[config.mk]
export PLATFORM = sky130hd
export DESIGN_NAME = calc_regfile_alu
export DESIGN_NICKNAME = d
export VERILOG_FILES = /design/src/rtl/calc_regfile_alu.sv
export SDC_FILE = /design/constraint.sdc
export NUM_CORES = 1
export LEC_CHECK = 0
export BUFFER_PORTS_ARGS = -buffer_cell sky130_fd_sc_hd__buf_2
export CORE_MARGIN = 1
export CORE_UTILIZATION = 39
export DETAILED_ROUTE_END_ITERATION = 8
export SYNTH_ARGS = -nofsm -noshare
export SYNTH_HDL_FRONTEND = slang
export SYNTH_SLANG_ARGS = --single-unit
export TNS_END_PERCENT = 100
[constraint.sdc]
create_clock -name clk -period 3.3 [get_ports clk]
set_input_delay 0.165 -clock clk [delete_from_list [all_inputs] [get_ports clk]]
set_output_delay 0.165 -clock clk [all_outputs]
set_load 0.005 [all_outputs]
[src/rtl/calc_regfile_alu.sv]
// Register-file calculator: NREG operand registers feeding a 2-bit-opcode ALU
// whose registered result can be fed back as operand A (accumulate mode).
module calc_regfile_alu #(
   parameter int WIDTH = 8,
   parameter int NREG  = 4,
   localparam int SEL_W = $clog2(NREG)
) (
   input  logic             clk,
   input  logic             reset,
   input  logic             load_en,
   input  logic [SEL_W-1:0] load_sel,
   input  logic [WIDTH-1:0] din,
   input  logic             exec_en,
   input  logic [1:0]       op,
   input  logic [SEL_W-1:0] sel_a,
   input  logic [SEL_W-1:0] sel_b,
   input  logic             acc_mode,
   input  logic [SEL_W-1:0] rd_sel,
   output logic [WIDTH-1:0] rd_data,
   output logic [WIDTH-1:0] result,
   output logic             carry,
   output logic             overflow,
   output logic             zero,
   output logic             valid
);

   typedef enum logic [1:0] {
      OP_ADD = 2'b00,
      OP_SUB = 2'b01,
      OP_AND = 2'b10,
      OP_XOR = 2'b11
   } alu_op_t;

   logic [WIDTH-1:0] regs_reg [NREG];
   logic [NREG-1:0]  wr_dec;

   logic [WIDTH-1:0] result_reg, result_next;
   logic             carry_reg, carry_next;
   logic             overflow_reg, overflow_next;
   logic             zero_reg, zero_next;
   logic             valid_reg;

   logic [WIDTH-1:0] op_a, op_b;
   logic [WIDTH:0]   sum_ext, diff_ext;
   alu_op_t          alu_op;

   // One write strobe per register so the file update is a plain enable per entry.
   genvar gi;
   generate
      for (gi = 0; gi < NREG; gi++) begin : g_wr_dec
         assign wr_dec[gi] = load_en && (load_sel == SEL_W'(gi));
      end
   endgenerate

   always_ff @(posedge clk) begin
      for (int i = 0; i < NREG; i++) begin
         if (reset) begin
            regs_reg[i] <= '0;
         end else if (wr_dec[i]) begin
            regs_reg[i] <= din;
         end
      end
   end

   assign rd_data = regs_reg[rd_sel];

   // Operands come from the pre-edge register values, so a same-edge load
   // never leaks into the operation.
   assign op_a   = acc_mode ? result_reg : regs_reg[sel_a];
   assign op_b   = regs_reg[sel_b];
   assign alu_op = alu_op_t'(op);

   assign sum_ext  = {1'b0, op_a} + {1'b0, op_b};
   assign diff_ext = {1'b0, op_a} - {1'b0, op_b};

   always_comb begin
      result_next   = '0;
      carry_next    = 1'b0;
      overflow_next = 1'b0;
      unique case (alu_op)
         OP_ADD: begin
            result_next   = sum_ext[WIDTH-1:0];
            carry_next    = sum_ext[WIDTH];
            overflow_next = (op_a[WIDTH-1] == op_b[WIDTH-1]) &&
                            (sum_ext[WIDTH-1] != op_a[WIDTH-1]);
         end
         OP_SUB: begin
            // The extended MSB of the difference is the unsigned borrow.
            result_next   = diff_ext[WIDTH-1:0];
            carry_next    = diff_ext[WIDTH];
            overflow_next = (op_a[WIDTH-1] != op_b[WIDTH-1]) &&
                            (diff_ext[WIDTH-1] != op_a[WIDTH-1]);
         end
         OP_AND: result_next = op_a & op_b;
         OP_XOR: result_next = op_a ^ op_b;
         default: result_next = '0;
      endcase
      zero_next = (result_next == '0);
   end

   always_ff @(posedge clk) begin
      if (reset) begin
         result_reg   <= '0;
         carry_reg    <= 1'b0;
         overflow_reg <= 1'b0;
         zero_reg     <= 1'b1;
         valid_reg    <= 1'b0;
      end else begin
         valid_reg <= exec_en;
         if (exec_en) begin
            result_reg   <= result_next;
            carry_reg    <= carry_next;
            overflow_reg <= overflow_next;
            zero_reg     <= zero_next;
         end
      end
   end

   assign result   = result_reg;
   assign carry    = carry_reg;
   assign overflow = overflow_reg;
   assign zero     = zero_reg;
   assign valid    = valid_reg;

endmodule
# ---- After elaboration in Yosys (flattened, before gate mapping)
# Memories as Yosys holds them, arrays and structs flattened.
# Cells that the tools add are included.
dict set report totals {
  output_inout_bits 20
  word_cells 55
  register_bits 12
  mem_bits_rw 32
  memories 1
  in_bits 23
}
# memory depth word_bits rd rd_ports_with_merged_regs write_ports line
set mem_list {}
lappend mem_list {regs_reg 4 8 3 0 4 34} ;# logic [WIDTH-1:0] regs_reg [NREG];
dict set report classes {
  muxes 22
  n_addsub 2
  reduce_logical 9
  bitwise_logic 6
  n_eq_ne 10
}
# op n
set ops {}
lappend ops {{2-to-1 mux 8 bit} 5}
lappend ops {{one-hot mux 8 bit (4 select lines)} 1}
lappend ops {{2-to-1 mux 1 bit} 14}
lappend ops {{adder 8 x 8 -> 9 bit} 1}
lappend ops {{subtractor 8 x 8 -> 9 bit} 1}
lappend ops {{AND 8 bit} 1}
lappend ops {{== test 2 bit, second input constant} 4}
lappend ops {{logical NOT 8 bit} 1}
lappend ops {{XOR 8 bit} 1}
lappend ops {{logical AND 1 bit} 6}
lappend ops {{== test 2 x 1 -> 1 bit, second input constant} 2}
lappend ops {{logical NOT 2 bit} 2}
lappend ops {{OR 1 bit} 4}
lappend ops {{one-hot mux 1 bit (2 select lines)} 2}
lappend ops {{inequality test 1 bit} 3}
lappend ops {{== test 1 bit} 1}

# ---- Logic depth before layout (Yosys ltp)
# Gate-level depths: netlist of the first run.
dict set report depth {
  word_depth 6
  depth_mapped 13
  ltp_nobuf 12
}

# ---- Least setup slack after synthesis of the first run
# No wires, ideal clock.
dict set report synth_timing {
  path_type {input to register}
  start {input port sel_b[0]}
  end {register zero_reg, in the netlist zero}
  setup_time_ns 0.084
  t_required_ns 3.216
  t_arrival_ns 2.929
  slack_ns 0.286
  cell_stages 10
  path_cell_list {clkbuf_1 > mux4_2 > ha_1 > fa_1 > nor2b_1 > o31ai_2 > o311ai_1 > a221o_1 > a21o_1 > o31ai_2}
}
dict set report synth_between {
  elab_chain_len 4
  elab_cells_between_ends 7
  cone_classes {add/sub (2); mux (1); bitwise (2); reduce/logical (1); memory (1)}
}
# element line
set synth_lines {}
lappend synth_lines {{start, declared} 16} ;# input logic [SEL_W-1:0] sel_b,
lappend synth_lines {{memory (4 x 8 bit) *} n/a}
lappend synth_lines {{subtractor 8 x 8 -> 9 bit, or another cell as far along} 74} ;# assign diff_ext = {1'b0, op_a} - {1'b0, op_b};
lappend synth_lines {{one-hot mux 8 bit (4 select lines) *} 80} ;# unique case (alu_op)
lappend synth_lines {{logical NOT 8 bit *} 98} ;# zero_next = (result_next == '0);
lappend synth_lines {{end signal, assigned} 114} ;# zero_reg <= zero_next;
lappend synth_lines {{end, declared} 40} ;# logic zero_reg, zero_next;
# Every way passes the cells marked *; elsewhere a longest branch is shown, timed or not.
# A chain may end at the register's enable or synchronous reset.

==> results.yml, run 1 <==
final_layout:
  final_nets: 377
  fillers: 784
  antenna_cells: 0
  largest_reg_flops: 32
  final_common_cell: "buf_2"
  final_cell_mix: "buf_2, and2_1, edfxtp_1, nor2_1, inv_1"
  final_layout_size_suffix_gt1_frac: 0.320
  area_delta_synth_final_pct: 13.6
floorplan:
  core_mm2: 0.00826
  dieWidth_um: 94.5
  die-height_um: 94.5
  rows: 33
  start_util: 0.404
  dieArea_mm2: 0.00894
  io_pins: 43
global_route:
  grtUsageTotal: 0.178
  gr-total-overflow: 0
  grt_max_degree: 23
  grt_pass1_wl_um: 12200
  antenna_found_initial: 0
  grt_pass1_vias: 2441
logic_synthesis:
  syn_avg_cell_area_um2: 11.4
  ys_seq_area_frac: 0.360
  synthesis.area_mm2: 0.00334
  synth_seq_cells: 44
  synth_fp_nets: 335
  synth_top_flop_cell: "edfxtp_1"
  synth_warnings: 0
  ys_async_sr_fraction: 0
  synthCells: 294
  ys_types: 58
  synth_edf_count: 32
cts:
  root_buffer: "clkbuf_8"
  insertion_delay_ps: 300
  ctsLongestPathBuffers: 2
  cts_made_buffers: 5
  cts_hold_buffers: 0
  clock-sinks: 44
  clk_pin_slew_ps: 90
  htreeDepth: 2
  cts_tree: "yes"
worst_setup_path:
  rrSetupSlack_ps: 130
  arrival_ps: 3390
  cp-end-kind: "flop"
  worstRegToRegCells: 12
  path_class: "flop to flop"
  cpMaxStageDelayCell: "mux4_1"
  cpPeakStageDelay_ps: 500
  worst_setup_path_start_kind: "flop"
  cp_max_fo: 3
  cpMostUsedCell: "o31ai_2"
  r2r_start: "regs_reg[2][0]"
  r2r_end: "zero"
  cp_cell_sequence: "mux4_1 -> mux2i_1 -> inv_1 -> ha_2 -> fa_2 -> nor2b_1 -> o31ai_2 -> nor4b_2 -> a311oi_1 -> o31ai_1 -> nand4_1 -> o31ai_2"
  required_ps: 3520
hold_path:
  hold_path_class: "primary input to flop"
  hold_depth: 2
  hp-start: "din[3]"
  hold-path-endpoint: "regs_reg[3][3]"
placement:
  globalplace.congestion: 0.816
  dpl.hpwl_um: 5940
  io_buffer_count: 42
drt:
  dr.pass1.iters: 4
  drtIter0Drc: 89
  wl_um: 7680
  dr_total_vias: 2563
  avgRoutedWirePerCell_um: 17.4
  ant_nets: 0
  avgViaCountPerCell: 5.80
  drc_errors: 0
power_and_ir_drop:
  clkPwrFrac: 0.211
  switching_share: 0.344
  vdd_drop_max_mv: 0.253
  comb_power_share: 0.381
  leakage_nw: 1.57
  switchingPower_uw: 565
  p_seq_frac: 0.408
  p_per_area_mw_per_mm2: 433
  total_power_mw: 1.64
  internal_power_mw: 1.08
timing:
  period_share: 0.962
  hold_viol_final: 0
  setup_viol: 0
  finalCriticalPeriod_ps: 3170
  max_freq_mhz: 315
  maxSlewHeadroom: 0.397
  setup_tns_ps: 0
  slew_viol_final: 0
  fin_skew_ps: 5.96
  rsz0062_at_grt: "yes"
  tightest_slew_ps: 898
run_status:
  status: "finished clean"
job:
  drv_cap: 0
cell families (layout without fill, tap and decap cells):
family | after synthesis | in the layout | synth area share
buffers and inverters | 38 | 81 | 0.0513
multiplexers | 35 | 35 | 0.209
XOR/XNOR | 3 | 3 | 0.0101
adder cells (fa/ha/maj) | 18 | 18 | 0.0719
flip-flops | 44 | 44 | 0.360
AND/OR/NAND/NOR | 92 | 92 | 0.146
AO/OA/AOI/OAI | 64 | 64 | 0.152
power by group through the flow:
stage	Sequential (mW)	Combinational (mW)	Clock, mW
CTS	0.672	0.588	0.349
finish	0.671	0.626	0.346
detailed placement	0.685	0.585	0
global route	0.678	0.684	0.375
global placement	0.682	0.584	0
floorplan	0.674	0.442	0
final cells by class:
| cell class | instances | area, µm² | area share |
|---|---|---|---|
| Sequential cell | 44 | 1200 | 0.317 |
| Clock buffer | 6 | 72.6 | 0.0191 |
| Tap cell | 105 | 131 | 0.0346 |
| Inverter | 22 | 82.6 | 0.0218 |
| Multi-Input combinational cell | 212 | 2010 | 0.530 |
| Clock inverter | 2 | 16.3 | 0.00429 |
| Timing Repair Buffer | 51 | 278 | 0.0732 |
critical path, delay by kind of cell (launching register included):
kind            cells  cell delay [ps]
fa+ha+maj           2              550
simple gates        3              610
flops               1              430
compound gates      4              780
buf+inv             1               70
mux                 2              670
cells in the mapped netlist, types with 3 or more instances:
cell / number / area [µm²]
nand2_1: 12 / 45.0
mux4_2: 17 / 383
buf_4: 4 / 30.0
a211oi_2: 3 / 37.5
a211oi_1: 5 / 37.5
mux2i_1: 4 / 40.0
inv_1: 21 / 78.8
a21oi_1: 12 / 60.1
edfxtp_1: 32 / 961
o21ai_0: 6 / 30.0
clkbuf_1: 4 / 15.0
and2_1: 33 / 206
mux2_2: 6 / 67.6
mux4_1: 7 / 184
ha_1: 16 / 200
nor2_1: 22 / 82.6
buf_2: 5 / 25.0
dfxtp_1: 12 / 240
a21o_1: 5 / 37.5
nor3_1: 4 / 20.0
a31o_2: 4 / 35.0
nand3_1: 6 / 30.0
nand2b_1: 4 / 25.0
per-layer routing:
layer  global-route usage  wire [µm]
met1                0.217       3170
met3               0.0314        394
met5                    0          0
met4               0.0758        249
met2                0.308       3860
how the worst max path moves through the flow:
stage | end | from | depth (start not counted)
2_1_floorplan | zero | sel_b[0] | 10
3_3_place_gp | zero | regs_reg[1][2] | 11
3_5_place_dp | zero | regs_reg[1][0] | 12
4_1_cts | zero | regs_reg[1][0] | 12
5_1_grt | zero | regs_reg[2][0] | 12
6_report | zero | regs_reg[2][0] | 12
per-stage QoR:
| stage | setup WS [ps] | utilization | hold WS (ps) | instance area (µm²) | instances |
|---|---|---|---|---|---|
| 2_1_floorplan | 286 | - | 267 | 3340 | 294 |
| 3_3_place_gp | 178 | 0.440 | 468 | 3630 | 430 |
| 3_5_place_dp | 102 | 0.440 | 464 | 3630 | 430 |
| 4_1_cts | 75.2 | 0.450 | 168 | 3720 | 438 |
| 5_1_grt | 1.99 | 0.459 | 158 | 3790 | 442 |
| 6_report | 125 | 0.459 | 169 | 3790 | 442 |
what timing repair did:
action                     in CTS  in global routing
gates resized for setup         0                 11
setup endpoints to repair       0                  5
buffers inserted                0                  4
Power figures use the tool's default switching activity.
==> run 2, diff against run 1 <==
GPL_TIMING_DRIVEN = 0   (was unset)
==> run 2 against run 1 <==
Effect of this change:
- total power grew 4.8%
- worst setup slack better by 8.6 ps
- die area is the same
- sequential power about the same
- critical path depth fell by 1
- cell count up 1.4%
- register-to-register slack barely moved
==> results.yml, run 2 (same netlist as run 1, synthesis figures left out) <==
drt:
  avgRoutedWirePerCell_um: 17.0
  dr.pass1.iters: 4
  dr_total_vias: 2510
  avgViaCountPerCell: 5.60
  drtIter0Drc: 85
  drc_errors: 0
  wl_um: 7610
  ant_nets: 0
cts:
  insertion_delay_ps: 300
  htreeDepth: 2
  clock-sinks: 44
  clk_pin_slew_ps: 90
  root_buffer: "clkbuf_8"
  cts_made_buffers: 5
  cts_tree: "yes"
  cts_hold_buffers: 0
  ctsLongestPathBuffers: 2
floorplan:
  rows: 33
  io_pins: 43
  dieArea_mm2: 0.00894
  core_mm2: 0.00826
  dieWidth_um: 94.5
  start_util: 0.404
  die-height_um: 94.5
run_status:
  status: "finished clean"
worst_setup_path:
  critPathTopFamily: "compound AO/OA/AOI/OAI gates"
  r2r_start: "regs_reg[3][0]"
  required_ps: 3510
  cpMostUsedCell: "a21o_1"
  cp-end-kind: "flop"
  cp_cell_sequence: "buf_4 -> mux4_2 -> ha_1 -> fa_1 -> nand2b_1 -> a21oi_2 -> a21o_1 -> a211oi_2 -> a221o_1 -> a21o_1 -> o31ai_2"
  worst_setup_path_start_kind: "flop"
  path_class: "flop to flop"
  startpoint: "regs_reg[3][0]"
  cpMaxStageDelayCell: "mux4_2"
  cpPeakStageDelay_ps: 500
  cp_max_fo: 3
  arrival_ps: 3380
  cp_num_buf_inv: 1
placement:
  dpl.hpwl_um: 6080
  io_buffer_count: 35
  globalplace.congestion: 0.832
  place_inst: 434
timing:
  max_freq_mhz: 316
  fin_skew_ps: 12.5
  period_share: 0.959
  tightest_slew_ps: 734
  rsz0062_at_grt: "yes"
  setup_tns_ps: 0
  slew_viol_final: 0
  hold_viol_final: 0
  setup_viol: 0
  finalCriticalPeriod_ps: 3170
  maxSlewHeadroom: 0.507
power_and_ir_drop:
  vdd_drop_max_mv: 0.272
  internal_power_mw: 1.16
  switching_share: 0.328
  clkPwrFrac: 0.238
  p_per_area_mw_per_mm2: 446
  switchingPower_uw: 566
  comb_power_share: 0.370
  p_seq_frac: 0.391
  leakage_nw: 1.59
hold_path:
  hp-start: "din[0]"
  hold_path_class: "primary input to flop"
final_layout:
  final_layout_size_suffix_gt1_frac: 0.324
  area_delta_synth_final_pct: 15.5
  fillers: 792
  final_nets: 383
  antenna_cells: 0
  multi_input_area_mm2: 0.00202
  regArea_mm2: 0.00120
  final_common_cell: "buf_2"
  final_cell_mix: "buf_2, and2_1, edfxtp_1, nor2_1, inv_1"
  fin_cells: 448
  largest_reg_flops: 32
global_route:
  antenna_found_initial: 0
  gr-total-overflow: 0
  grt_max_degree: 15
  grt_pass1_vias: 2477
  grt_pass1_wl_um: 12500
  grtUsageTotal: 0.183
job:
  drv_cap: 0
==> run 2: timing repair <==
item,4_1_cts,5_1_grt
buffers inserted,6,0
resized for setup,4,13
endpoints found under the setup margin,1,5
pin swaps,3,6
==> run 2: per-layer routing <==
layer,vias up,global-route usage,part of all wire
li1,1212,-,-
met5,-,0,0
met3,9,0.0370,0.046
met1,1225,0.216,0.41
met2,64,0.338,0.53
met4,0,0.0480,0.011
==> run 2: per-stage QoR <==
stage / hold WS, ps / power [mW] / utilization / cell area [µm²] / setup WS [ps]
floorplan: 267 / 1.12 / - / 3340 / 286
global placement: 462 / 1.26 / 0.442 / 3650 / -85.3
detailed placement: 478 / 1.27 / 0.442 / 3650 / -109
global route: 173 / 1.81 / 0.467 / 3860 / -1.17
finish: 167 / 1.72 / 0.467 / 3860 / 134
CTS: 166 / 1.70 / 0.463 / 3820 / 52.7
==> run 2: final timing paths <==
check / depth (start not counted) / slack (ps) / to
min reg2reg: 2 / 480 / result[3]
max: 11 / 130 / zero
max reg2reg: 11 / 130 / zero
min: 2 / 170 / regs_reg[0][0]
==> run 2: final cells by class <==
cell class                      count  share of cell area
Multi-Input combinational cell    212               0.524
Sequential cell                    44               0.311
Timing Repair Buffer               41              0.0571
Tap cell                          105              0.0340
Buffer                             16              0.0230
Inverter                           22              0.0214
Clock buffer                        5              0.0178
Clock inverter                      3              0.0110
==> run 2: power groups by stage <==
| stage | Combinational [mW] | Sequential (mW) | Clock [mW] |
|---|---|---|---|
| 3_5_place_dp | 0.584 | 0.686 | 0 |
| 6_report | 0.638 | 0.674 | 0.410 |
| 3_3_place_gp | 0.579 | 0.682 | 0 |
| 5_1_grt | 0.700 | 0.680 | 0.434 |
| 2_1_floorplan | 0.442 | 0.674 | 0 |
| 4_1_cts | 0.611 | 0.673 | 0.417 |
